## src/rtl/uart_data_pkg.sv

```systemverilog
// Shared types and helpers for the record-to-ASCII UART transmitter.
// Holds the FSM state encoding, the fixed separator bytes and the hex-digit mapping.
package uart_data_pkg;

   typedef enum logic [3:0] {
      IDLE,
      READ_FIFO,
      UART_SEND_WORD,
      UART_WAIT_WORD,
      UART_SEND_COMMA,
      UART_WAIT_COMMA,
      UART_SEND_CR,
      UART_WAIT_CR,
      UART_SEND_LF,
      UART_WAIT_LF
   } state_t;

   localparam logic [7:0] ASCII_COMMA = 8'h2C;
   localparam logic [7:0] ASCII_CR    = 8'h0D;
   localparam logic [7:0] ASCII_LF    = 8'h0A;

   localparam int WORD_BITS        = 32;
   localparam int NIBBLES_PER_WORD = 8;

   // Uppercase hex digit: 0-9 -> '0'-'9', A-F -> 'A'-'F'.
   function automatic logic [7:0] nibble_to_ascii(input logic [3:0] nib);
      if (nib < 4'd10)
         return 8'h30 + {4'h0, nib};
      else
         return 8'h37 + {4'h0, nib};
   endfunction

endpackage

```

## src/rtl/uart_data_tx_fsm.sv

```systemverilog
// Pops one FIFO record and sends it as comma-separated 8-digit hex words ending in CR LF.
// Talks to a byte-level UART TX core through a start pulse / done handshake.
module uart_data_tx_fsm
   import uart_data_pkg::*;
#(
   parameter int FIFO_RD_DATA_WIDTH = 96
)
(
   input  logic                          clk,
   input  logic                          reset,
   input  logic                          fsm_en,
   input  logic                          uart_tx_done,
   output logic                          uart_start_tx,
   output logic [7:0]                    uart_tx_din,
   input  logic [FIFO_RD_DATA_WIDTH-1:0] fifo_rd_data,
   input  logic                          fifo_empty,
   output logic                          fifo_rd_en
);

   localparam int N          = FIFO_RD_DATA_WIDTH / WORD_BITS;
   localparam int WORD_CNT_W = (N > 1) ? $clog2(N) : 1;
   localparam logic [WORD_CNT_W-1:0] LAST_WORD = WORD_CNT_W'(N - 1);
   localparam logic [2:0]            LAST_NIB  = 3'(NIBBLES_PER_WORD - 1);

   state_t                        state_q, state_d;
   logic                          done_q;
   logic                          done_evt;
   logic [2:0]                    nib_q, nib_d;
   logic [WORD_CNT_W-1:0]         word_q, word_d;
   logic [FIFO_RD_DATA_WIDTH-1:0] record_q;
   logic [FIFO_RD_DATA_WIDTH-1:0] rec_src;
   logic [FIFO_RD_DATA_WIDTH-1:0] rec_shifted;
   logic [3:0]                    cur_nib;
   logic [7:0]                    din_d;
   int                            shift_amt;

   // A held-high done level produces exactly one event.
   assign done_evt = uart_tx_done & ~done_q;

   // NOTE: sequential state uses non-blocking assignments so every register samples pre-edge values.
   always_ff @(posedge clk or negedge reset) begin
      if (!reset)
         state_q <= IDLE;
      else
         state_q <= state_d;
   end

   // NOTE: every combinational output gets a default first, so no path can infer a latch.
   always_comb begin
      state_d = state_q;
      unique case (state_q)
         IDLE:            if (fsm_en && !fifo_empty) state_d = READ_FIFO;
         READ_FIFO:       state_d = UART_SEND_WORD;
         UART_SEND_WORD:  state_d = UART_WAIT_WORD;
         UART_WAIT_WORD: begin
            if (done_evt) begin
               if (nib_q != LAST_NIB)
                  state_d = UART_SEND_WORD;
               else if (word_q < LAST_WORD)
                  state_d = UART_SEND_COMMA;
               else
                  state_d = UART_SEND_CR;
            end
         end
         UART_SEND_COMMA: state_d = UART_WAIT_COMMA;
         UART_WAIT_COMMA: if (done_evt) state_d = UART_SEND_WORD;
         UART_SEND_CR:    state_d = UART_WAIT_CR;
         UART_WAIT_CR:    if (done_evt) state_d = UART_SEND_LF;
         UART_SEND_LF:    state_d = UART_WAIT_LF;
         UART_WAIT_LF:    if (done_evt) state_d = IDLE;
         default:         state_d = IDLE;
      endcase
   end

   // The pop is gated by reset so nothing is lost from the FIFO while held in reset.
   always_comb begin
      uart_start_tx = (state_q == UART_SEND_WORD)  || (state_q == UART_SEND_COMMA) ||
                      (state_q == UART_SEND_CR)    || (state_q == UART_SEND_LF);
      fifo_rd_en    = reset && (state_q == IDLE) && fsm_en && !fifo_empty;
   end

   always_comb begin
      nib_d  = nib_q;
      word_d = word_q;
      unique case (state_q)
         READ_FIFO: begin
            nib_d  = '0;
            word_d = '0;
         end
         UART_WAIT_WORD:  if (done_evt && nib_q != LAST_NIB) nib_d = nib_q + 3'd1;
         UART_WAIT_COMMA: begin
            if (done_evt) begin
               nib_d  = '0;
               word_d = word_q + 1'b1;
            end
         end
         default: ;
      endcase
   end

   // The first digit is formed while the record is still on the FIFO bus.
   always_comb begin
      rec_src     = (state_q == READ_FIFO) ? fifo_rd_data : record_q;
      shift_amt   = WORD_BITS * (N - 1 - int'(word_d)) + 4 * (LAST_NIB - int'(nib_d));
      rec_shifted = rec_src >> shift_amt;
      cur_nib     = rec_shifted[3:0];
   end

   always_comb begin
      din_d = uart_tx_din;
      unique case (state_d)
         UART_SEND_WORD:  din_d = nibble_to_ascii(cur_nib);
         UART_SEND_COMMA: din_d = ASCII_COMMA;
         UART_SEND_CR:    din_d = ASCII_CR;
         UART_SEND_LF:    din_d = ASCII_LF;
         default: ;
      endcase
   end

   always_ff @(posedge clk or negedge reset) begin
      if (!reset) begin
         done_q      <= 1'b0;
         nib_q       <= '0;
         word_q      <= '0;
         record_q    <= '0;
         uart_tx_din <= '0;
      end else begin
         done_q      <= uart_tx_done;
         nib_q       <= nib_d;
         word_q      <= word_d;
         uart_tx_din <= din_d;
         if (state_q == READ_FIFO)
            record_q <= fifo_rd_data;
      end
   end

endmodule

```

## config.mk

```make
export PLATFORM = sky130hd
export DESIGN_NAME = uart_data_tx_fsm
export DESIGN_NICKNAME = d
export VERILOG_FILES = /design/src/rtl/uart_data_pkg.sv /design/src/rtl/uart_data_tx_fsm.sv
export SDC_FILE = /design/constraint.sdc
export NUM_CORES = 1
export LEC_CHECK = 0
export ABC_AREA = 1
export BUFFER_PORTS_ARGS = -buffer_cell sky130_fd_sc_hd__buf_2
export CAP_MARGIN = 20
export CORE_ASPECT_RATIO = 1.1
export CORE_MARGIN = 2
export CORE_UTILIZATION = 49
export CTS_CLUSTER_DIAMETER = 200
export DETAILED_ROUTE_END_ITERATION = 6
export GPL_TIMING_DRIVEN = 0
export PLACE_DENSITY_LB_ADDON = 0.1
export SYNTH_ARGS = -nofsm -noshare
export SYNTH_HDL_FRONTEND = slang
export SYNTH_SLANG_ARGS = --single-unit
```

## constraint.sdc

```tcl
create_clock -name clk -period 8.6 [get_ports clk]
set_input_delay 1.72 -clock clk [delete_from_list [all_inputs] [get_ports clk]]
set_output_delay 1.72 -clock clk [all_outputs]
set_load 0.05 [all_outputs]
```

Yosys cells after proc, flatten, opt, wreduce, memory -nomap -nowiden
Index checks and enable logic that the tools add are counted.

storage, ports and cells
  flip-flop bits (word level) = 114
  latch bits = 0
  RAM bits = 0
  ROM bits = 0
  input bits = 101
  output and inout port bits = 10
  word-level logic and storage cells = 59
  memories kept = 0

operators by class
  $add $sub $neg = 7
  $mul = 0
  divide/modulo/power cells = 0
  $lt $le $gt $ge = 2
  equality and inequality tests = 14
  shifts and indexed selects = 1
  multiplexer cells = 16
  bitwise logic cells = 2
  reduce and logical (&&, ||, !) cells = 11

operators with widths
  operator                                                           count
  96-bit 2-to-1 mux                                                  1
  96-bit by 32-bit >> shifter with 4-bit output                      1
  4-bit one-hot mux with 10 select lines                             1
  8-bit one-hot mux with 4 select lines                              1
  4-bit by 3-bit == test with 1-bit output, second input constant    6
  4-bit 2-to-1 mux                                                   5
  6-bit by 4-bit adder with 7-bit output, first input constant       2
  4-bit by 2-bit == test with 1-bit output, second input constant    3
  4-bit == test, second input constant                               3
  8-bit by 6-bit adder with 9-bit output                             1
  3-bit 2-to-1 mux                                                   3
  3-bit one-hot mux with 3 select lines                              1
  7-bit 2-to-1 mux                                                   1
  1-bit logical AND                                                  5
  4-bit by 1-bit == test with 1-bit output, second input constant    1
  4-bit zero test                                                    1
  4-bit < comparator, second input constant                          1
  2-bit 2-to-1 mux                                                   2
  2-bit one-hot mux with 2 select lines                              1
  4-bit nonzero test                                                 1
  3-bit by 3-bit subtractor with 4-bit output, first input constant  1
  3-bit by 1-bit adder with 3-bit output, second input constant      1
  1-bit logical OR                                                   3
  3-bit inequality test, second input constant                       1
  6 further kinds                                                    6

Logic depth before layout (Yosys ltp)
  depth after elaboration = 11
  mapped depth = 26
  depth with buffers taken out = 24

Least setup slack after synthesis
No wires, ideal clock.

  path kind = input-to-reg
  start point = input uart_tx_done
  end point = register uart_tx_din[4]
  setup time = 121 ps
  arrival time = 4,214 ps
  path slack = 4,265 ps
  stages = 22
  path buffers = 2
  cells stage by stage = nand2_1 > nor2_1 > nor2_1 > nor2_1 > o21ai_0 > ha_1 > inv_1 > clkbuf_1 > clkbuf_1 > o211ai_1 > nand2_1 > nand2_1 > nand2_1 > nand3_1 > nand3_1 > nand2_1 > nand2_1 > nand2_2 > ha_1 > nand2_1 > nand2_1 > a22o_1

between the ends
  elaborated cells on any way between the ends = 26
  classes of those cells = 5 x add/sub; 1 x order compare; 4 x eq/ne; 1 x shift; 12 x mux; 1 x bitwise; 2 x reduce/logical

RTL lines
  item                                                                  line                     source
  start: declaration                                                    uart_data_tx_fsm.sv:12   input logic uart_tx_done,
  1-bit bitwise AND (*)                                                 uart_data_tx_fsm.sv:38   assign done_evt = uart_tx_done & ~done_q;
  2-bit 2-to-1 mux (*)                                                  uart_data_tx_fsm.sv:92   if (done_evt) begin
  2-bit one-hot mux with 2 select lines (*)                             uart_data_tx_fsm.sv:85   unique case (state_q)
  net word_d[1]                                                         uart_data_tx_fsm.sv:29   logic [WORD_CNT_W-1:0] word_q, word_d;
  2-bit by 2-bit subtractor with 3-bit output (*)                       uart_data_tx_fsm.sv:104  shift_amt = WORD_BITS * (N - 1 - int'(word_d)) + 4 * (LAST_NIB - int'(nib_d));
  8-bit by 6-bit adder with 9-bit output (*)                            uart_data_tx_fsm.sv:104
  96-bit by 32-bit >> shifter with 4-bit output (*)                     uart_data_tx_fsm.sv:105  rec_shifted = rec_src >> shift_amt;
  6-bit by 4-bit adder with 7-bit output, or another cell as far along  uart_data_pkg.sv:30      return 8'h37 + {4'h0, nib};
  7-bit 2-to-1 mux (*)                                                  uart_data_pkg.sv:27      if (nib < 4'd10)
  8-bit one-hot mux with 4 select lines (*)                             uart_data_tx_fsm.sv:111  unique case (state_d)
  end signal: assignment                                                uart_data_tx_fsm.sv:131  uart_tx_din <= din_d;
  end: declaration                                                      uart_data_tx_fsm.sv:14   output logic [7:0] uart_tx_din,

The timed path passes the listed nets; every way through them passes the cells marked *. The select of a mux whose other input is x is not followed.
A chain may end at the register's enable or synchronous reset.

Worst setup path after layout
Ends and elaborated chain as after synthesis.

==> results.ini <==
[status]
outcome = finished, final reports clean

[timing]
period_share_pct = 55.3
finalSetupViolCount = 0
tns_ns = 0
skew_ns = 0.00653
slew_violations = 0
rsz0062_at_grt = no
fmax_mhz = 210
hold_violations = 0
worstMarginPinSlew_ns = 0.577
maxSlewHeadroom_pct = 61.3
fin_ws_ns = 3.85
period_minus_slack_ns = 4.75

[floorplan]
core_area_sq_mm = 0.0132
fp.dieH_um = 126
dieWidth_um = 115
start_util_pct = 50.2
dieArea_sq_mm = 0.0144
ios = 111
rows = 44

[placed_design]
portBuffers = 109
dp_hpwl_um = 12300
dp.cells = 1173
pre_cts_ws_ns = 3.41
place_congestion = 0.918

[global_route]
antenna_found_initial = 0
grt_max_degree = 59
gr-total-overflow = 0
grt_pass1_vias = 5644
grt_first_pass_wirelength_um = 27600
groute.usage.overall_pct = 24.8

[power_and_ir_drop]
p_leak_nw = 4.51
peakVddDrop_mv = 0.181
powerDensity_mw_per_mm2 = 452
fin_total_pwr_mw = 3.59

[route]
dr.pass1.iters = 5
wl_met2_um = 7720
routed.top_layer = met4
finalWirelength_um = 16700
vias = 5888
drtIter0Drc = 304
wl_met1_um = 7680
ant_nets = 0
wl_per_cell_um = 13.8
drc = 0
vias_per_cell = 4.89
wl_met3_um = 836

[finish]
area_delta_synth_final_pct = 20.4
n_fill_cell = 1285
layout_commonest_cell = nand2_1
nNetsFinal = 1136
finalNonFillerCells = 1205
diodes = 0
mostFrequentLayoutCells = 314 x nand2_1, 136 x inv_1, 124 x buf_2, 113 x dfrtp_1, 98 x nand3_1
drive_gt1_share_pct = 20.9

[hold_path]
hold_path.class = reg2reg
worstHoldStart = record_q[72]$_DFF_PN0_
min_to = record_q[72]$_DFF_PN0_
whs_path_depth = 2

[synth]
synth_top_area_cell = dfrtp_1
synth_top_area_share_pct = 42.8
ys_top_cells_by_area = dfrtp_1 43%, nand2_1 18%, inv_1 7.7%
ys_types = 37
synth_cells = 902
yosys_warnings = 0
netlist_area_sq_mm = 0.00660
ys_seq_area_share_pct = 42.8
syn_avg_cell_area_sq_um = 7.32
ys_ff_latch = 113
syn_nets = 1007

[critical_path]
crit_type = in2reg
cp.arrival_ns = 5.06
rr_startpoint = state_q[1]$_DFF_PN0_
worst_ep_required_time_ns = 8.91
cp_max_fo = 10
crit_path_end_kind = flop
startpoint_type = input port
rrSetupSlack_ns = 4.74
reg2reg_to = uart_tx_din[4]$_DFFE_PN0P_
reg2regPathDepth = 24

[clocking]
htreeDepth = 4
clk_pin_slew_worst_paths_ns = 0.05
clkLatencyLatePin_ns = 0.43
cts-root-buf = clkbuf_16
cts_setup_buffers = 0
cts_tree = built
clockBufferDepth = 2
ctsHoldBuffers = 0
cts_buffers = 17
ctsResizeCount = 0
clock_sinks = 113

[flow_run]
cap_violations = 0

-- metrics by stage --
step | area (sq um) | util, % | hold WS (ns)
global route | 7940 | 60.4 | 0.489
global placement | 7350 | 55.8 | 0.460
CTS | 7940 | 60.4 | 0.477
detailed placement | 7380 | 56.1 | 0.463
floorplan | 6600 | - | 0.440
finish | 7940 | 60.4 | 0.474
-- per-layer routing --
metal	vias up	GRT usage, %
met3	27	5.10
met1	2635	32.8
met4	0	11.1
met5	-	0
li1	3061	-
met2	165	39.2
-- kinds of logic after synthesis --
kind of cell	Yosys count	share of synthesized area, %
AOI/OAI and AO/OA	100	9.88
adders and majority gates	4	0.758
DFF	113	42.8
and+or+nand+nor	488	32.5
other	1	0.0568
buffers and inverters	196	13.9
-- final cells by class --
type,count,area (sq um),share of cell area (%)
Buffer,46,350,4.41
Clock buffer,27,513,6.46
Clock inverter,5,50.0,0.630
Inverter,150,568,7.15
Multi-Input combinational cell,593,2850,35.9
Sequential cell,113,2830,35.6
Tap cell,161,201,2.54
Timing Repair Buffer,110,579,7.29
-- Yosys cell counts, drive strengths merged --
master    n
nand2   327
o21a     34
nor3      3
nand3    99
inv     150
a22o      1
o21ai    36
conb      1
o211ai   12
nand3b    7
a211oi    2
a21oi    11
nand4     3
dfrtp   113
nor3b     1
ha        4
a31oi     3
and2     16
o22ai     1
nor2     32
buf      43
clkbuf    3
-- registers in the layout (all words and copies together) (netlist names) --
| register | cells |
|---|---|
| word_q | 2 |
| nib_q | 3 |
| state_q | 4 |
| record_q | 96 |
| uart_tx_din | 7 |
| done_q | 1 |
-- power breakdown --
part	switching, mW	internal, mW
combinational	1.30	0.748
sequential	0.0761	0.793
clock	0.236	0.433
total	1.62	1.97
-- worst max-delay path, cell delays in order --
cell      delay, ns
buf_2          0.11
nand2_1        0.13
nor2_1         0.15
nor2_1         0.06
nor2_1         0.21
o21ai_0        0.17
ha_1           0.27
inv_1          0.09
clkbuf_1       0.43
clkbuf_1       0.43
nand2_1        0.10
nand2_1        0.10
nand2_1        0.07
nand2_1        0.06
nand3_1        0.08
nand3_1        0.10
nand2_1        0.05
nand2_1        0.06
nand2_2        0.09
ha_1           0.24
nand2_1        0.08
nand2_1        0.07
a22o_1         0.18
-- how the worst max path moves through the flow --
stage	from	to	slack, ns	cells past startpoint
floorplan	uart_tx_done	uart_tx_din[4]$_DFFE_PN0P_	4.27	22
finish	uart_tx_done	uart_tx_din[4]$_DFFE_PN0P_	3.85	23
CTS	uart_tx_done	uart_tx_din[4]$_DFFE_PN0P_	3.83	23
global placement	reset	fifo_rd_en	2.64	4
global route	uart_tx_done	uart_tx_din[4]$_DFFE_PN0P_	3.39	23
detailed placement	uart_tx_done	uart_tx_din[4]$_DFFE_PN0P_	3.41	23
Note: power is estimated with default switching activity, not from simulation.
